==> config.mk <==
export PLATFORM = sky130hd
export DESIGN_NAME = video_decim_pack
export DESIGN_NICKNAME = d
export VERILOG_FILES = /design/src/rtl/video_pkg.sv /design/src/rtl/pix_packer.sv /design/src/rtl/video_decim_pack.sv
export SDC_FILE = /design/constraint.sdc
export NUM_CORES = 1
export LEC_CHECK = 0
export CAP_MARGIN = 20
export CORE_ASPECT_RATIO = 1.75
export CORE_MARGIN = 1
export CORE_UTILIZATION = 61
export CTS_CLUSTER_SIZE = 8
export DETAILED_ROUTE_END_ITERATION = 16
export PLACE_DENSITY = 0.85
export SLEW_MARGIN = 20
export SYNTH_ARGS = -nofsm -noshare
export SYNTH_HDL_FRONTEND = slang
export SYNTH_SLANG_ARGS = --single-unit
==> constraint.sdc <==
create_clock -name hdmi_pix_clk_in -period 4.05 [get_ports hdmi_pix_clk_in]
set_clock_uncertainty 0.05 [all_clocks]
set_input_delay 0.81 -clock hdmi_pix_clk_in [delete_from_list [all_inputs] [get_ports hdmi_pix_clk_in]]
set_output_delay 0.81 -clock hdmi_pix_clk_in [all_outputs]
set_load 0.02 [all_outputs]
==> src/rtl/video_pkg.sv <==
// Shared definitions for the HDMI decimate-and-pack path: pixel width,
// default frame geometry and the line FSM encoding.
package video_pkg;

  localparam int unsigned PIX_W        = 16;
  localparam int unsigned H_ACT_DEF    = 1920;
  localparam int unsigned V_ACT_DEF    = 1080;
  localparam int unsigned PACK_PIX_DEF = 8;
  localparam int unsigned CNT_W        = 11;

  typedef enum logic [1:0] {
    WAIT_VS   = 2'd0,
    WAIT_LINE = 2'd1,
    IN_LINE   = 2'd2,
    FLUSH     = 2'd3
  } fsm_t;

  // Output word width for a given number of packed pixels.
  function automatic int unsigned data_w(input int unsigned pack_pix);
    return PIX_W * pack_pix;
  endfunction

endpackage

==> src/rtl/pix_packer.sv <==
// Places kept pixels LSB-first into a wide word and pushes full or
// zero-padded partial words; a push seen with i_full high is lost.
module pix_packer
  import video_pkg::*;
#(
  parameter int unsigned PACK_PIX = PACK_PIX_DEF,
  parameter int unsigned DATA_W   = PIX_W * PACK_PIX
) (
  input  logic              clk,
  input  logic              rst_n,
  input  logic              i_pix_vld,
  input  logic [PIX_W-1:0]  i_pix,
  input  logic              i_flush,
  input  logic              i_clear,
  input  logic              i_full,
  output logic              o_wr_en,
  output logic [DATA_W-1:0] o_wr_data,
  output logic              o_pending_c,
  output logic              o_push_c
);

  localparam int unsigned SLOT_W = $clog2(PACK_PIX);
  localparam logic [SLOT_W-1:0] LAST_SLOT = SLOT_W'(PACK_PIX - 1);

  logic [SLOT_W-1:0] r_slot;
  logic [DATA_W-1:0] r_acc;
  logic [SLOT_W-1:0] w_base_slot;
  logic [DATA_W-1:0] w_base_acc;
  logic [DATA_W-1:0] w_placed;
  logic              w_word_full;
  logic              w_flush;

  // A line-start clear and the first pixel of the line land in the same cycle.
  always_comb begin
    w_base_slot = i_clear ? '0 : r_slot;
    w_base_acc  = i_clear ? '0 : r_acc;
    w_placed    = w_base_acc | (DATA_W'(i_pix) << (PIX_W * w_base_slot));
    w_word_full = i_pix_vld & (w_base_slot == LAST_SLOT);
    w_flush     = i_flush & (r_slot != '0);
  end

  assign o_push_c    = w_word_full | w_flush;
  assign o_pending_c = (r_slot != '0);

  always_ff @(posedge clk or negedge rst_n) begin
    if (!rst_n) begin
      r_slot    <= '0;
      r_acc     <= '0;
      o_wr_en   <= 1'b0;
      o_wr_data <= '0;
    end else begin
      o_wr_en <= o_push_c & ~i_full;
      if (o_push_c & ~i_full) begin
        o_wr_data <= w_word_full ? w_placed : r_acc;
      end
      if (w_word_full | w_flush) begin
        r_slot <= '0;
        r_acc  <= '0;
      end else if (i_pix_vld) begin
        r_slot <= w_base_slot + SLOT_W'(1);
        r_acc  <= w_placed;
      end else if (i_clear) begin
        r_slot <= '0;
        r_acc  <= '0;
      end
    end
  end

endmodule

==> src/rtl/video_decim_pack.sv <==
// 2:1 x 2:1 decimation of the HDMI pixel stream, packed into wide FIFO words,
// with frame/line markers and sticky overflow / format error flags.
module video_decim_pack
  import video_pkg::*;
#(
  parameter int unsigned H_ACT    = H_ACT_DEF,
  parameter int unsigned V_ACT    = V_ACT_DEF,
  parameter int unsigned PACK_PIX = PACK_PIX_DEF,
  parameter int unsigned DATA_W   = data_w(PACK_PIX)
) (
  input  logic              hdmi_pix_clk_in,
  input  logic              rst,
  input  logic              vs_in,
  input  logic              de_in,
  input  logic [PIX_W-1:0]  rgb565_in,
  input  logic              fifo_full,
  output logic              wr_en,
  output logic [DATA_W-1:0] wr_data,
  output logic              frame_start,
  output logic              line_done,
  output logic              ovf,
  output logic              frame_err
);

  fsm_t             r_state;
  fsm_t             w_state_nxt;
  logic             r_vs_q;
  logic             r_de_q;
  logic [CNT_W-1:0] r_pix_cnt;
  logic [CNT_W-1:0] r_line_cnt;
  logic             r_seen_vs;
  logic             r_flush_q;
  logic             r_frame_start;
  logic             r_line_done;
  logic             r_ovf;
  logic             r_frame_err;

  logic             w_vs_rise;
  logic             w_de_rise;
  logic             w_de_fall;
  logic             w_line_pix;
  logic [CNT_W-1:0] w_pix_idx;
  logic             w_keep;
  logic             w_last_pix;
  logic             w_line_end;
  logic             w_pending;
  logic             w_push;

  // Edge detect, pixel index and keep rule; a vs edge discards the pixel it lands on.
  always_comb begin
    w_vs_rise  = vs_in & ~r_vs_q;
    w_de_rise  = de_in & ~r_de_q;
    w_de_fall  = ~de_in & r_de_q;
    w_line_pix = de_in & ~w_vs_rise &
                 (((r_state == WAIT_LINE) & w_de_rise) | (r_state == IN_LINE));
    w_pix_idx  = w_de_rise ? '0 : r_pix_cnt;
    w_keep     = w_line_pix & ~r_line_cnt[0] & ~w_pix_idx[0];
    w_last_pix = w_line_pix & ~r_line_cnt[0] & ~w_keep & ~w_pending &
                 (w_pix_idx == CNT_W'(H_ACT - 1));
    w_line_end = (r_state == IN_LINE) & w_de_fall;
  end

  always_comb begin
    w_state_nxt = r_state;
    if (w_vs_rise) begin
      w_state_nxt = WAIT_LINE;
    end else begin
      case (r_state)
        WAIT_VS:   w_state_nxt = WAIT_VS;
        WAIT_LINE: if (w_de_rise) w_state_nxt = IN_LINE;
        IN_LINE:   if (w_de_fall) w_state_nxt = (~r_line_cnt[0] & w_pending) ? FLUSH : WAIT_LINE;
        FLUSH:     w_state_nxt = WAIT_LINE;
        default:   w_state_nxt = WAIT_VS;
      endcase
    end
  end

  always_ff @(posedge hdmi_pix_clk_in or negedge rst) begin
    if (!rst) begin
      r_state       <= WAIT_VS;
      r_vs_q        <= 1'b0;
      r_de_q        <= 1'b0;
      r_pix_cnt     <= '0;
      r_line_cnt    <= '0;
      r_seen_vs     <= 1'b0;
      r_flush_q     <= 1'b0;
      r_frame_start <= 1'b0;
      r_line_done   <= 1'b0;
      r_ovf         <= 1'b0;
      r_frame_err   <= 1'b0;
    end else begin
      r_state <= w_state_nxt;
      r_vs_q  <= vs_in;
      r_de_q  <= de_in;
      if (w_de_rise) begin
        r_pix_cnt <= CNT_W'(1);
      end else if (de_in) begin
        r_pix_cnt <= r_pix_cnt + CNT_W'(1);
      end
      if (w_vs_rise) begin
        r_line_cnt <= '0;
      end else if (w_line_end) begin
        r_line_cnt <= r_line_cnt + CNT_W'(1);
      end
      r_seen_vs     <= r_seen_vs | w_vs_rise;
      r_flush_q     <= (r_state == FLUSH);
      r_frame_start <= w_vs_rise;
      // Unpadded lines end on a full word; padded lines end one cycle after the flush push.
      r_line_done   <= w_last_pix | r_flush_q;
      r_ovf         <= r_ovf | (w_push & fifo_full);
      r_frame_err   <= r_frame_err |
                       (w_line_end & (r_pix_cnt != CNT_W'(H_ACT))) |
                       (w_vs_rise & r_seen_vs & (r_line_cnt != CNT_W'(V_ACT))) |
                       (w_vs_rise & de_in);
    end
  end

  assign frame_start = r_frame_start;
  assign line_done   = r_line_done;
  assign ovf         = r_ovf;
  assign frame_err   = r_frame_err;

  pix_packer #(
    .PACK_PIX (PACK_PIX),
    .DATA_W   (DATA_W)
  ) u_pix_packer (
    .clk         (hdmi_pix_clk_in),
    .rst_n       (rst),
    .i_pix_vld   (w_keep),
    .i_pix       (rgb565_in),
    .i_flush     (r_state == FLUSH),
    .i_clear     (w_de_rise | w_vs_rise),
    .i_full      (fifo_full),
    .o_wr_en     (wr_en),
    .o_wr_data   (wr_data),
    .o_pending_c (w_pending),
    .o_push_c    (w_push)
  );

endmodule

==> results_tabular.tex, run 1 <==
\begin{tabular}{lr}
\hline
Metric & Value \\
\hline
\multicolumn{2}{l}{\textbf{Placed design}} \\
\quad I/O Buffers & 153 \\
\quad Gp weighted congestion & 0.833 \\
\quad DPL Wire Length & 24.7 mm \\
\multicolumn{2}{l}{\textbf{Yosys}} \\
\quad Proportion of synthesized chip area in sequential cells & 0.519 \\
\quad Leading cell types by total area after synthesis & dfrtp\_1 (52\%), a221o\_1 (4.5\%), a32oi\_1 (4.0\%) \\
\quad Top cells by count, synth & dfrtp\_1 (292), o21ai\_0 (112), nand2\_1 (96) \\
\quad Fraction of registers with async set/reset & 1.00 \\
\quad Total of warnings raised by yosys & 0 \\
\quad Flip-flop cell with the highest count after synthesis & dfrtp\_1 \\
\quad Post-synthesis cell type count & 60 \\
\quad Cell area after synthesis & 14100 um2 \\
\quad Count of flip-flops with a built-in enable after synthesis & 0 \\
\quad Net count of the mapped netlist & 1386 \\
\quad Mean Syn Cell Area & 10.4 um2 \\
\quad Leading area contributor after synthesis & dfrtp\_1 \\
\quad Number of instances in the synthesized netlist & 1359 \\
\quad Most used standard cell by instance count after synthesis & dfrtp\_1 \\
\quad \#FFs+latches synth & 292 \\
\quad Portion of synthesized cell area occupied by the leading cell type & 0.519 \\
\multicolumn{2}{l}{\textbf{Power}} \\
\quad IR Drop Worst-Case VDD & 0.411 mV \\
\quad Switching power & 2.30 mW \\
\quad Seq pwr share & 0.418 \\
\quad Pwr/cell area & 483 nW/um2 \\
\quad Combinational share of power & 0.191 \\
\quad Clk pwr share & 0.390 \\
\quad Internal Pwr Total & 5.86 mW \\
\quad Switching Share & 0.282 \\
\quad Static power due to leakage & 7.42 nW \\
\multicolumn{2}{l}{\textbf{Worst setup path}} \\
\quad Required time of the worst setup path & 4.45 ns \\
\quad Nature of the critical path endpoint & flip-flop \\
\quad Worst flop-to-flop path startpoint & r\_de\_q \\
\quad Number of buffers and inverters on the critical path & 2 \\
\quad Source of the critical timing path & de\_in \\
\quad Top Family by Delay on Critical Path & buffers and inverters \\
\quad Top fanout value on the critical path & 32 \\
\quad List of cells traversed by the critical path & clkdlybuf4s50\_1, nand2b\_2, and3\_1, ha\_1, ha\_1, and4b\_1, a21oi\_4, buf\_4, a221o\_1 \\
\quad Depth of the most critical reg-to-reg path & 8 \\
\quad Critical path's largest stage delay & 0.51 ns \\
\quad Reg-to-reg slack, setup & 1.17 ns \\
\quad Startpoint type of the worst setup path & input pin \\
\quad CP arrival & 3.40 ns \\
\quad Critical-path cell with the highest stage delay & clkdlybuf4s50\_1 \\
\quad Worst Path Class, Setup & in2reg \\
\quad Reg-to-reg critical path endpoint & u\_pix\_packer.o\_wr\_data[34] \\
\quad End point of the critical path & u\_pix\_packer.o\_wr\_data[34] \\
\quad Path length in cells of the critical path & 9 \\
\quad Most frequent cell on the critical path & ha\_1 \\
\multicolumn{2}{l}{\textbf{GRT}} \\
\quad Antenna violations before repair & 1 \\
\quad Pin count of the biggest net entering global routing & 137 \\
\quad First-pass GRT wire length & 65.7 mm \\
\quad All-layer global routing usage & 0.358 \\
\quad Sum of overflow across all layers after global routing & 0 \\
\quad Vias in the first global route & 12284 \\
\multicolumn{2}{l}{\textbf{Clocking}} \\
\quad Clock slew at reported path FFs & 0.05 ns \\
\quad Post-cts resize count & 0 \\
\quad CTS root buf & clkbuf\_16 \\
\quad H-tree depth & 2 \\
\quad Number of buffers inserted for hold repair after clock tree synthesis & 0 \\
\quad TritonCTS clock tree & done \\
\quad Clock Sinks & 292 \\
\quad Buffers inserted by post-CTS timing repair & 0 \\
\quad Clock buffers created by TritonCTS & 42 \\
\quad Clock latency at the later pin of the worst-skew pair & 0.52 ns \\
\quad Maximum buffer depth of the clock tree & 3 \\
\multicolumn{2}{l}{\textbf{STA}} \\
\quad Max-slew headroom at the worst pin & 0.449 \\
\quad Minimum clock period & 3.00 ns \\
\quad Setup repair after global routing missed its margin & no \\
\quad Period Utilization, post-route & 0.740 \\
\quad Final setup violating endpoints & 0 \\
\quad Worst Tran Pin Value & 0.823 ns \\
\quad Max Freq & 334 MHz \\
\quad Slew Limit Fails & 0 \\
\quad Post-route worst hold slack & 0.252 ns \\
\quad Total negative slack & 0 ns \\
\quad Number of hold-slack violations in the final timing report & 0 \\
\multicolumn{2}{l}{\textbf{Finish}} \\
\quad Register area & 7310 um2 \\
\quad Layout overhead on the synthesized area & 20.0\% \\
\quad Share of cells above drive strength 1 & 0.0758 \\
\quad Total area of multi-input combinational cells & 5940 um2 \\
\quad Fillers & 1562 \\
\quad Number of nets in the final layout & 1489 \\
\multicolumn{2}{l}{\textbf{Floorplanning}} \\
\quad Ports & 154 \\
\quad Core Area & 22700 um2 \\
\quad Vertical die dimension & 203 um \\
\quad Total Die Area & 23700 um2 \\
\quad Horizontal extent of the die & 117 um \\
\quad Num rows & 73 \\
\quad Effective utilization at floorplan & 0.622 \\
\multicolumn{2}{l}{\textbf{Detailed routing}} \\
\quad DRT Pass-1 Iters & 6 \\
\quad Number of DRC violations after detailed-routing iteration 0 & 1287 \\
\quad Mean number of vias per cell & 6.91 \\
\quad Overall routed net length & 41.2 mm \\
\quad Count of vias placed by the detailed router & 12202 \\
\quad Number of DRC violations after detailed routing & 0 \\
\quad Routed wire length per instance & 23.3 um \\
\quad Remaining number of nets flagged by the antenna check after routing & 0 \\
\multicolumn{2}{l}{\textbf{Job}} \\
\quad Max Cap Viol & 0 \\
\multicolumn{2}{l}{\textbf{Run status}} \\
\quad Run status & finished clean \\
\multicolumn{2}{l}{\textbf{Worst hold path}} \\
\quad Type of the worst min-delay path & in2async \\
\hline
\end{tabular}
[per-stage QoR]
stage / total power, mW / instances / setup slack (ns) / cell area, um2 / utilization
4_1_cts: 8.18 / 1765 / 1.09 / 16900 / 0.746
2_1_floorplan: 4.19 / 1359 / 0.923 / 14100 / -
3_3_place_gp: 4.96 / 1718 / 0.643 / 15700 / 0.695
6_report: 8.17 / 1766 / 1.05 / 16900 / 0.747
5_1_grt: 8.42 / 1765 / 0.941 / 16900 / 0.746
3_5_place_dp: 4.98 / 1718 / 0.578 / 15700 / 0.695
[worst min-delay path by stage]
stage          slack [ns]                          to      start
2_1_floorplan        0.36                   line_done  r_flush_q
3_3_place_gp         0.39                         ovf        ovf
3_5_place_dp         0.39                   r_seen_vs  r_seen_vs
4_1_cts              0.31  u_pix_packer.o_wr_data[48]        rst
5_1_grt              0.35               r_line_cnt[9]        rst
6_report             0.25               r_line_cnt[9]        rst
[cells by family after synthesis]
kind of cell / synth area share
mux: 0.000710
xor+xnor: 0.00622
buf+inv: 0.0620
flops: 0.519
compound gates: 0.240
simple gates: 0.167
fa+ha+maj: 0.00533
[per-layer routing]
metal	wire, um	track usage
met4	3430	0.278
met3	3340	0.0585
met1	14600	0.446
met2	19900	0.552
met5	0	0
[power groups by stage]
stage                     Clock [mW]  Combinational, mW  Sequential, mW
after floorplan                    0              0.529            3.66
after detailed placement           0               1.55            3.43
final                           3.19               1.56            3.41
after global routing            3.33               1.66            3.43
after CTS                       3.21               1.56            3.40
after global placement             0               1.52            3.45
[cell usage in the layout, fill, tap and decap left out, types with 45 or more instances in the layout]
cell,count
nor2_1,62
a211oi_1,64
o21ai_0,112
a221oi_1,45
and3b_1,48
a32oi_1,64
clkdlybuf4s50_1,152
inv_1,55
clkbuf_16,45
and2_1,66
dfrtp_1,291
a221o_1,64
nand2_1,96
nand3_1,63
[cell type report]
| type | instances | share of cell area |
|---|---|---|
| diodes | 1 | 0.000148 |
| repair buffers | 193 | 0.113 |
| clock inverters | 1 | 0.00178 |
| multi-input cells | 877 | 0.351 |
| clock buffers | 46 | 0.0668 |
| well taps | 300 | 0.0222 |
| inverters | 56 | 0.0124 |
| flip-flops and latches | 292 | 0.432 |
[flip-flops by register name (all words and copies together), names as in the netlist]
name and flops:
frame_err 1, frame_start 1, line_done 1, ovf 1, r_de_q 1, r_flush_q 1, r_line_cnt 11, r_pix_cnt 11
r_seen_vs 1, r_state 2, r_vs_q 1, u_pix_packer.o_wr_data 128, u_pix_packer.o_wr_en 1, u_pix_packer.r_acc 128, u_pix_packer.r_slot 3
(Power assumes the default switching activity.)
==> run 2, diff against run 1 <==
--- a/config.mk
+++ b/config.mk
@@ -8,10 +8,10 @@
 export CAP_MARGIN = 20
 export CORE_ASPECT_RATIO = 1.75
 export CORE_MARGIN = 1
-export CORE_UTILIZATION = 61
+export CORE_UTILIZATION = 51
 export CTS_CLUSTER_SIZE = 8
 export DETAILED_ROUTE_END_ITERATION = 16
-export PLACE_DENSITY = 0.85
+export PLACE_DENSITY = 0.76
 export SLEW_MARGIN = 20
 export SYNTH_ARGS = -nofsm -noshare
 export SYNTH_HDL_FRONTEND = slang
==> constraint.sdc (replaced) <==
create_clock -name hdmi_pix_clk_in -period 2.5 [get_ports hdmi_pix_clk_in]
set_clock_uncertainty 0.05 [all_clocks]
set_input_delay 0.5 -clock hdmi_pix_clk_in [delete_from_list [all_inputs] [get_ports hdmi_pix_clk_in]]
set_output_delay 0.5 -clock hdmi_pix_clk_in [all_outputs]
set_load 0.02 [all_outputs]
==> run 2 against run 1 <==
Effect of this change:
- critical path depth unchanged
- first-iteration DRC count down 6.1%
- worst setup slack worse by 1.0 ns
- routed wire length up 4.5%
- via count up 1.4%
- die area up 19%
- cell area up 5.5%
- clock-buffer cell count unchanged
- global-route usage down 4.9 points
- critical path type unchanged
==> results_tabular.tex, run 2 (synthesis results as in run 1) <==
\begin{tabular}{lr}
\hline
Metric & Value \\
\hline
\multicolumn{2}{l}{\textbf{Worst hold path}} \\
\quad Type of the worst min-delay path & reg2reg \\
\quad Worst Hold Path Cells & 2 \\
\multicolumn{2}{l}{\textbf{Clocking}} \\
\quad Clock slew at reported path FFs & 0.05 ns (about the same) \\
\quad Buffers inserted by post-CTS timing repair & 0 (unchanged) \\
\quad Clock latency at the later pin of the worst-skew pair & 0.53 ns (about the same) \\
\quad Clock Sinks & 292 (unchanged) \\
\quad TritonCTS clock tree & done \\
\quad Maximum buffer depth of the clock tree & 3 (unchanged) \\
\quad H-tree depth & 2 (unchanged) \\
\quad Post-cts resize count & 0 (unchanged) \\
\quad Clock buffers created by TritonCTS & 42 (unchanged) \\
\quad CTS root buf & clkbuf\_16 \\
\multicolumn{2}{l}{\textbf{Worst setup path}} \\
\quad Depth of the most critical reg-to-reg path & 8 (unchanged) \\
\quad CP arrival & 2.80 ns (-0.60 ns) \\
\quad Top fanout value on the critical path & 17 (-47\%) \\
\quad Required time of the worst setup path & 2.84 ns (-1.61 ns) \\
\quad Nature of the critical path endpoint & flip-flop \\
\quad Worst Path Class, Setup & in2reg \\
\quad Startpoint type of the worst setup path & input pin \\
\multicolumn{2}{l}{\textbf{Finish}} \\
\quad Layout overhead on the synthesized area & 26.7\% \\
\quad Commonest non-fill, non-tap cell in the layout & dfrtp\_1 \\
\quad Leading registers by flop count & u\_pix\_packer.o\_wr\_data (128), u\_pix\_packer.r\_acc (128) \\
\quad Final core utilization & 0.655 (-0.0911) \\
\quad Share of cells above drive strength 1 & 0.122 (+0.0457) \\
\quad Fillers & 2133 (+37\%) \\
\quad Most frequent cells in the layout & dfrtp\_1 (291), clkdlybuf4s50\_1 (152), o21ai\_0 (112), nand2\_1 (96), buf\_4 (87) \\
\quad Number of nets in the final layout & 1563 (+5.0\%) \\
\quad \# diodes & 0 (-1) \\
\multicolumn{2}{l}{\textbf{Floorplanning}} \\
\quad Horizontal extent of the die & 128 um (+9.2\%) \\
\quad Core Area & 27200 um2 (+20\%) \\
\quad Num rows & 80 (+9.6\%) \\
\quad Effective utilization at floorplan & 0.518 (-0.105) \\
\quad Vertical die dimension & 222 um (+9.3\%) \\
\quad Total Die Area & 28300 um2 (+19\%) \\
\quad Ports & 154 (unchanged) \\
\multicolumn{2}{l}{\textbf{GRT}} \\
\quad All-layer global routing usage & 0.309 (-0.0490) \\
\quad Antenna violations before repair & 0 (-1) \\
\quad Sum of overflow across all layers after global routing & 0 (unchanged) \\
\quad Pin count of the biggest net entering global routing & 65 (-53\%) \\
\quad First-pass GRT wire length & 68.1 mm (+3.6\%) \\
\quad Vias in the first global route & 12428 (+1.2\%) \\
\multicolumn{2}{l}{\textbf{Detailed routing}} \\
\quad DRT Pass-1 Iters & 8 (+2) \\
\quad Count of vias placed by the detailed router & 12378 (+1.4\%) \\
\quad Number of DRC violations after detailed-routing iteration 0 & 1209 (-6.1\%) \\
\quad Number of DRC violations after detailed routing & 0 (unchanged) \\
\quad Overall routed net length & 43.1 mm (+4.5\%) \\
\quad Mean number of vias per cell & 6.49 (-6.1\%) \\
\quad Remaining number of nets flagged by the antenna check after routing & 0 (unchanged) \\
\quad Routed wire length per instance & 22.6 um (-3.2\%) \\
\multicolumn{2}{l}{\textbf{STA}} \\
\quad Period Utilization, post-route & 0.984 \\
\quad Post-route worst hold slack & 0.413 ns (+0.161 ns) \\
\quad Total negative slack & 0 ns (unchanged) \\
\quad Minimum clock period & 2.46 ns \\
\quad Setup repair after global routing missed its margin & no \\
\quad Number of hold-slack violations in the final timing report & 0 (unchanged) \\
\quad Worst Setup Slack, final & 0.0412 ns (-1.01 ns) \\
\quad Max-slew headroom at the worst pin & 0.650 (+0.201) \\
\quad Final setup violating endpoints & 0 (unchanged) \\
\quad Slew Limit Fails & 0 (unchanged) \\
\quad Max Freq & 407 MHz \\
\quad Worst Tran Pin Value & 0.525 ns (-0.299 ns) \\
\multicolumn{2}{l}{\textbf{Power}} \\
\quad IR Drop Worst-Case VDD & 0.689 mV (+68\%) \\
\quad Static power due to leakage & 7.87 nW (+6.1\%) \\
\quad Total design power & 13.4 mW (+65\%) \\
\quad Pwr/cell area & 754 nW/um2 (+56\%) \\
\multicolumn{2}{l}{\textbf{Job}} \\
\quad Max Cap Viol & 0 (unchanged) \\
\multicolumn{2}{l}{\textbf{Placed design}} \\
\quad Gp weighted congestion & 0.868 (+4.2\%) \\
\quad I/O Buffers & 153 (unchanged) \\
\quad DPL Wire Length & 28.9 mm (+17\%) \\
\quad Pre-CTS worst setup slack & -0.469 ns (-1.05 ns) \\
\multicolumn{2}{l}{\textbf{Run status}} \\
\quad Run status & finished clean \\
\hline
\end{tabular}
==> run 2: changes by cell type in the layout (fill, tap and decap cells not counted), sizes merged <==
cell / before / now
diode: 1 / 0
dlygate4sd3: 0 / 1
buf: 41 / 114
==> run 2: path summary, 6_finish.rpt <==
path | start | endpoint | slack, ns
min in group asynchronous | rst | u_pix_packer.o_wr_data[36] | 0.44
hold reg to reg | r_seen_vs | r_seen_vs | 0.41
setup / recovery | de_in | u_pix_packer.o_wr_data[114] | 0.04
hold / removal | r_seen_vs | r_seen_vs | 0.41
max in group asynchronous | rst | u_pix_packer.r_acc[115] | 1.11
setup reg to reg | r_vs_q | u_pix_packer.o_wr_data[114] | 0.12
==> run 2: final cells by class <==
class,count,area (um2),share of cell area
inverters,56,210,0.0118
well taps,369,462,0.0259
repair buffers,267,2720,0.152
flip-flops and latches,292,7310,0.410
clock inverters,1,30.0,0.00168
multi-input cells,877,5990,0.335
clock buffers,46,1130,0.0633
==> run 2: per-stage QoR <==
| stage | instances | cell area (um2) |
|---|---|---|
| after floorplan | 1359 | 14200 |
| after global placement | 1860 | 16700 |
| after detailed placement | 1860 | 16700 |
| after CTS | 1908 | 17800 |
| after global routing | 1908 | 17800 |
| final | 1908 | 17800 |
==> run 2: report_power, final <==
group,switching [mW],internal (mW)
logic,1.46,1.23
clock network,1.99,3.23
registers,0.367,5.16
total,3.83,9.62
==> run 2: timing repair <==
action,4_1_cts,5_1_grt
hold buffers,1,0
hold endpoints to repair,46,0
endpoints found under the setup margin,0,0
==> run 2: routing by layer <==
layer / GRT usage / wire length, um / vias up
met5: 0 / 0 / -
met4: 0.242 / 3620 / 0
met3: 0.0449 / 2760 / 162
met2: 0.498 / 21000 / 653
met1: 0.370 / 15700 / 6123
li1: - / - / 5440
==> run 2: critical path, cell delays in order <==
cell and delay [ns]:
clkdlybuf4s50_1 0.63, nand2b_4 0.09, and3_1 0.23, ha_4 0.18, ha_4 0.17, and4b_1 0.22, a21oi_4 0.34, buf_4 0.32
a221oi_1 0.12
